==> config.mk <==
export PLATFORM = sky130hd
export DESIGN_NAME = conv_bitplane_acc_flat
export DESIGN_NICKNAME = d
export VERILOG_FILES = /design/src/rtl/conv_bitplane_acc_pkg.sv /design/src/rtl/conv_bitplane_acc_if.sv /design/src/rtl/conv_bitplane_acc_out_reg.sv /design/src/rtl/conv_bitplane_acc.sv /design/src/flat_wrapper.sv
export SDC_FILE = /design/constraint.sdc
export NUM_CORES = 1
export LEC_CHECK = 0
export CAP_MARGIN = 20
export CORE_MARGIN = 3
export CORE_UTILIZATION = 58
export CTS_CLUSTER_SIZE = 14
export DETAILED_ROUTE_END_ITERATION = 8
export PLACE_DENSITY_LB_ADDON = 0.05
export SKIP_LAST_GASP = 1
export SLEW_MARGIN = 5
export SYNTH_ARGS = -nofsm -noshare
export SYNTH_HDL_FRONTEND = slang
export SYNTH_SLANG_ARGS = --single-unit
==> constraint.sdc <==
create_clock -name clk -period 5 [get_ports clk]
set_input_delay 0.75 -clock clk [delete_from_list [all_inputs] [get_ports clk]]
set_output_delay 0.75 -clock clk [all_outputs]
set_load 0.01 [all_outputs]
==> src/rtl/conv_bitplane_acc_pkg.sv <==
// ============================================================
// conv_pkg : shared types and helpers for the bit-plane accumulator
// Rev 1.0
// ============================================================
`default_nettype none

package conv_pkg;

  localparam int PLANES_DEF = 8;
  localparam int PLANE_W    = $clog2(PLANES_DEF);

  // 2-bit mod-4 partial sum produced by the LUT stage
  typedef logic [1:0] beat_t;

  function automatic logic [31:0] plane_weight(input beat_t v, input int unsigned idx);
    return {30'd0, v} << idx;
  endfunction

endpackage

`default_nettype wire

==> src/rtl/conv_bitplane_acc_if.sv <==
// ============================================================
// conv_bitplane_acc_if : beat input / window result handshake bundle
// Rev 1.0
// ============================================================
`default_nettype none

interface conv_bitplane_acc_if #(
  parameter int ACC_W   = 12,
  parameter int PLANE_W = 3
);
  logic               sync_clr;
  logic               in_valid;
  logic               in_ready;
  logic               din_bit1;
  logic               din_bit2;
  logic               out_valid;
  logic               out_ready;
  logic [ACC_W-1:0]   out_data;
  logic [PLANE_W-1:0] plane_idx;

  modport master (
    output sync_clr, in_valid, din_bit1, din_bit2, out_ready,
    input  in_ready, out_valid, out_data, plane_idx
  );

  modport slave (
    input  sync_clr, in_valid, din_bit1, din_bit2, out_ready,
    output in_ready, out_valid, out_data, plane_idx
  );
endinterface

`default_nettype wire

==> src/rtl/conv_bitplane_acc_out_reg.sv <==
// ============================================================
// conv_out_reg : single-entry valid/ready result holding register
// Rev 1.0
// ============================================================
`default_nettype none

module conv_out_reg #(
  parameter int W = 12
) (
  input  logic         clk,
  input  logic         rst,
  input  logic         load,
  input  logic [W-1:0] load_data,
  input  logic         out_ready,
  output logic         out_valid,
  output logic [W-1:0] out_data
);

  logic         valid_q, valid_d;
  logic [W-1:0] data_q,  data_d;

  // A load in the same cycle as a drain keeps valid high with the new data
  always_comb begin
    valid_d = valid_q;
    data_d  = data_q;
    if (load) begin
      valid_d = 1'b1;
      data_d  = load_data;
    end else if (valid_q && out_ready) begin
      valid_d = 1'b0;
    end
  end

  always_ff @(posedge clk) begin
    if (rst) begin
      valid_q <= 1'b0;
      data_q  <= '0;
    end else begin
      valid_q <= valid_d;
      data_q  <= data_d;
    end
  end

  assign out_valid = valid_q;
  assign out_data  = data_q;

endmodule

`default_nettype wire

==> src/rtl/conv_bitplane_acc.sv <==
// ============================================================
// conv_bitplane_acc : accumulates PLANES weighted 2-bit partial sums per window
// Rev 1.0
// ============================================================
`default_nettype none

module conv_bitplane_acc
  import conv_pkg::*;
#(
  parameter int PLANES = 8,
  parameter int ACC_W  = 12
) (
  input logic              clk,
  input logic              rst,
  conv_bitplane_acc_if.slave bus
);

  localparam int               IDX_W    = (PLANES > 1) ? $clog2(PLANES) : 1;
  localparam logic [IDX_W-1:0] LAST_IDX = IDX_W'(PLANES - 1);

  generate
    if (PLANES < 2) begin : g_planes_check
      $error("conv_bitplane_acc: PLANES must be at least 2");
    end
    if (ACC_W < PLANES + 2) begin : g_width_check
      $error("conv_bitplane_acc: ACC_W must be at least PLANES+2");
    end
  endgenerate

  logic [IDX_W-1:0] plane_idx_q, plane_idx_d;
  logic [ACC_W-1:0] acc_q, acc_d;
  logic [ACC_W-1:0] contrib;
  logic [ACC_W-1:0] load_data;
  logic             load;
  logic             out_valid;
  logic             final_beat;
  logic             accept;
  beat_t            beat;

  assign beat       = {bus.din_bit2, bus.din_bit1};
  assign contrib    = ACC_W'(plane_weight(beat, 32'(plane_idx_q)));
  assign final_beat = (plane_idx_q == LAST_IDX);
  // Only the final beat can be stalled, and only by an undrained result
  assign bus.in_ready = !bus.sync_clr && !(final_beat && out_valid && !bus.out_ready);
  assign accept       = bus.in_valid && bus.in_ready;
  assign load_data    = acc_q + contrib;

  always_comb begin
    acc_d       = acc_q;
    plane_idx_d = plane_idx_q;
    load        = 1'b0;
    if (bus.sync_clr) begin
      acc_d       = '0;
      plane_idx_d = '0;
    end else if (accept) begin
      if (final_beat) begin
        acc_d       = '0;
        plane_idx_d = '0;
        load        = 1'b1;
      end else begin
        acc_d       = load_data;
        plane_idx_d = plane_idx_q + IDX_W'(1);
      end
    end
  end

  always_ff @(posedge clk) begin
    if (rst) begin
      acc_q       <= '0;
      plane_idx_q <= '0;
    end else begin
      acc_q       <= acc_d;
      plane_idx_q <= plane_idx_d;
    end
  end

  conv_out_reg #(
    .W (ACC_W)
  ) u_out_reg (
    .clk       (clk),
    .rst       (rst),
    .load      (load),
    .load_data (load_data),
    .out_ready (bus.out_ready),
    .out_valid (out_valid),
    .out_data  (bus.out_data)
  );

  assign bus.out_valid = out_valid;
  assign bus.plane_idx = plane_idx_q;

endmodule

`default_nettype wire
==> src/flat_wrapper.sv <==
// flat-port wrapper written by rule: the top's interface ports become plain ports
module conv_bitplane_acc_flat import conv_pkg::*;
#(
  parameter int PLANES = 8,
  parameter int ACC_W  = 12
)
  (clk, rst, bus_sync_clr, bus_in_valid, bus_din_bit1, bus_din_bit2, bus_out_ready, bus_in_ready, bus_out_valid, bus_out_data, bus_plane_idx);
  conv_bitplane_acc_if #(.ACC_W(ACC_W)) bus_i ();
  input logic clk;
  input logic rst;
  input wire logic [$bits(bus_i.sync_clr)-1:0] bus_sync_clr;
  input wire logic [$bits(bus_i.in_valid)-1:0] bus_in_valid;
  input wire logic [$bits(bus_i.din_bit1)-1:0] bus_din_bit1;
  input wire logic [$bits(bus_i.din_bit2)-1:0] bus_din_bit2;
  input wire logic [$bits(bus_i.out_ready)-1:0] bus_out_ready;
  output wire logic [$bits(bus_i.in_ready)-1:0] bus_in_ready;
  output wire logic [$bits(bus_i.out_valid)-1:0] bus_out_valid;
  output wire logic [$bits(bus_i.out_data)-1:0] bus_out_data;
  output wire logic [$bits(bus_i.plane_idx)-1:0] bus_plane_idx;
  assign bus_i.sync_clr = bus_sync_clr;
  assign bus_i.in_valid = bus_in_valid;
  assign bus_i.din_bit1 = bus_din_bit1;
  assign bus_i.din_bit2 = bus_din_bit2;
  assign bus_i.out_ready = bus_out_ready;
  assign bus_in_ready = bus_i.in_ready;
  assign bus_out_valid = bus_i.out_valid;
  assign bus_out_data = bus_i.out_data;
  assign bus_plane_idx = bus_i.plane_idx;
  conv_bitplane_acc #(.PLANES(PLANES), .ACC_W(ACC_W)) u_core (.clk(clk), .rst(rst), .bus(bus_i));
endmodule
==> impl_metrics.env <==
export IMPL_maxCapViolCount=0
export IMPL_hold_buffers=0
export IMPL_cp_required_ns=4.25
export IMPL_cts_tree="yes"
export IMPL_r2r_end="u_core.acc_q[8]"
export IMPL_cp_arrival_ns=2.45
export IMPL_drc=0
export IMPL_ys_async_sr_fraction_pct=0
export IMPL_yosysUniqueCellTypes=48
export IMPL_drt_pass1_iter_count=4
export IMPL_ys_ff_latch=28
export IMPL_overflow=0
export IMPL_setup_viol=0
export IMPL_grt_pass1_wl_mm=6.810
export IMPL_grt_usage_pct=24.60
export IMPL_numCtsBuffers=3
export IMPL_core_rowCount=18
export IMPL_cts_setup_buffers=0
export IMPL_insertion_delay_ns=0.34
export IMPL_tightest_slew_ns=0.6726
export IMPL_antenna_found_initial=0
export IMPL_gp_congestion=0.8743
export IMPL_nNetsFinal=238
export IMPL_num_vias=1593
export IMPL_p_leak_nw=0.7876
export IMPL_cp_max_fo=11
export IMPL_cts_resized=0
export IMPL_ys_flop_type="dfxtp_1"
export IMPL_hold_violations=0
export IMPL_synth_edf_count=0
export IMPL_rsz0062_at_grt="false"
export IMPL_port_buffers=23
export IMPL_syn_to_final_growth_pct=16.77
export IMPL_post_route_util_pct=75.05
export IMPL_pin_count=24
export IMPL_clk_pin_slew_worst_paths_ns=0.15
export IMPL_slew_limit_headroom_pct=55.02
export IMPL_finalMaxSlewViolations=0
export IMPL_finalWorstSetupSlack_ns=1.798
export IMPL_dp_hpwl_mm=3.012
export IMPL_outcome="finished clean"
export IMPL_antenna_cells=0
export IMPL_fin_worst_skew_ns=0.003955
export IMPL_clock_fmax_mhz=312.3
export IMPL_crit_type="reg2out"
export IMPL_drt_iter0_markers=96
export IMPL_worstReg2RegStart="u_core.bus.plane_idx[0]"
export IMPL_final_antenna_net_count=0
export IMPL_fp_dieH_um=59.81
export IMPL_htree_levels=1
export IMPL_hp_class="reg2reg"
export IMPL_fin_crit_sh_pct=64.05
export IMPL_final_common_cell="dfxtp_1"
export IMPL_grt_max_degree=23
export IMPL_synth_area_leaders="dfxtp_1 33%, ha_1 8.2%, a21oi_1 6.0%, nor2_1 5.1%, nand2_1 4.7%"
export IMPL_reg2regPathDepth=8
export IMPL_core_um2=2613
export IMPL_start_kind="flip-flop"
export IMPL_wl_per_cell_um=16.06
export IMPL_synth_fp_nets=220
export IMPL_grt_pass1_vias=1508
export IMPL_vdd_drop_max_mv=0.1811
export IMPL_post_route_min_period_ns=3.202
export IMPL_die_w_um=59.81
export IMPL_synth_area_per_cell_um2=8.354
export IMPL_end_kind="primary output"
export IMPL_power_density_nw_per_um2=206.8
export IMPL_layout_common_cells="28 x dfxtp_1, 23 x nor2_1, 23 x clkdlybuf4s50_1"
export IMPL_syn_inst=201
export IMPL_worstHoldPathCells=2
export IMPL_critPathLaunch="u_core.bus.plane_idx[1]"
export IMPL_vias_per_cell=6.423
export IMPL_start_util_pct=64.27
export IMPL_root_buffer="clkbuf_4"
export IMPL_ys_seq_area_share_pct=33.38
export IMPL_yosys_warnings=0
export IMPL_tns_ns=0
export IMPL_totalWireLength_mm=3.984
export IMPL_place_ws_ns=1.661
export IMPL_cts_num_sinks=28
export IMPL_syn_cell_area_um2=1679
export IMPL_cp_endpoint="bus_in_ready"
export IMPL_clock_path_buffers=2
export IMPL_yosysTopAreaCell="dfxtp_1"
export IMPL_drive_above_1_share_pct=7.339
export IMPL_dieArea_um2=3577
export IMPL_yosys_area_top_type_share_pct=33.38
export IMPL_r2r_slack_ns=2.29
==> power by group <==
group | internal, mW | switching (mW) | leakage (nW)
Combinational | 0.0125 | 0.0168 | 0.534
Clock | 0.0812 | 0.0699 | 0.0279
Sequential | 0.224 | 0.00108 | 0.226
==> flip-flops by register name (all words and copies together) (netlist names) <==
name / count
u_core.acc_q: 12
u_core.bus.plane_idx: 3
u_core.u_out_reg.out_data: 12
u_core.u_out_reg.out_valid: 1
==> final cells by class <==
class	count	area (µm²)
clock inverters	1	30.03
inverters	3	11.26
multi-input cells	159	1061
repair buffers	24	237.7
flip-flops and latches	28	560.5
clock buffers	3	22.52
fillers	204	651.9
well taps	30	37.54
==> synth_stat cells (2+ instances only) <==
master	number
ha_1	11
nor3_1	6
o211ai_2	2
o21ai_0	2
clkbuf_1	7
a21oi_1	20
and3_1	4
dfxtp_1	28
nand2_1	21
nor3b_1	4
o21ai_1	2
a32o_1	2
a211oi_1	3
a22oi_1	3
xnor2_1	5
inv_1	3
nor4_1	2
a31oi_1	3
nor2_1	23
or4_1	2
a21o_1	7
a211oi_2	2
buf_2	4
nand3_1	3
nand3b_1	2
nand2b_1	5
mux2i_1	4
==> logic make-up after synthesis <==
group | synth area share, %
AND/OR/NAND/NOR | 22.73
AO/OA/AOI/OAI | 25.56
flip-flops | 33.38
buffers and inverters | 3.428
adder cells (fa/ha/maj) | 9.389
XOR/XNOR | 3.130
multiplexers | 2.385
==> per-stage QoR <==
step / hold WS [ns] / instances / instance area, µm² / total power, mW
global route: 0.4916 / 248 / 1961 / 0.4202
finish: 0.4655 / 248 / 1961 / 0.4055
global placement: 0.4452 / 244 / 1908 / 0.2573
detailed placement: 0.4494 / 244 / 1908 / 0.2589
CTS: 0.4690 / 248 / 1961 / 0.4093
floorplan: 0.4591 / 201 / 1679 / 0.2474
==> worst max-delay path, stage by stage (launching register included) <==
cell and delay (ns):
dfxtp_1 0.52, ha_1 0.21, ha_1 0.40, inv_1 0.25, o21ba_2 0.26, clkdlybuf4s50_1 0.47
==> per-layer routing <==
layer,routed length [µm],global-route usage (%)
met1,1647,29.16
met2,2097,43.83
met4,75,11.71
met5,0,0
met3,163,2.376
==> worst min-delay path by stage <==
stage	from	endpoint
final	u_core.u_out_reg.out_data[3]	u_core.u_out_reg.out_data[3]
after global placement	u_core.u_out_reg.out_data[6]	u_core.u_out_reg.out_data[6]
after floorplan	u_core.acc_q[0]	u_core.acc_q[0]
after global routing	u_core.u_out_reg.out_data[3]	u_core.u_out_reg.out_data[3]
after detailed placement	u_core.u_out_reg.out_data[3]	u_core.u_out_reg.out_data[3]
after CTS	u_core.u_out_reg.out_data[3]	u_core.u_out_reg.out_data[3]
Note: power is estimated with default switching activity, not from simulation.
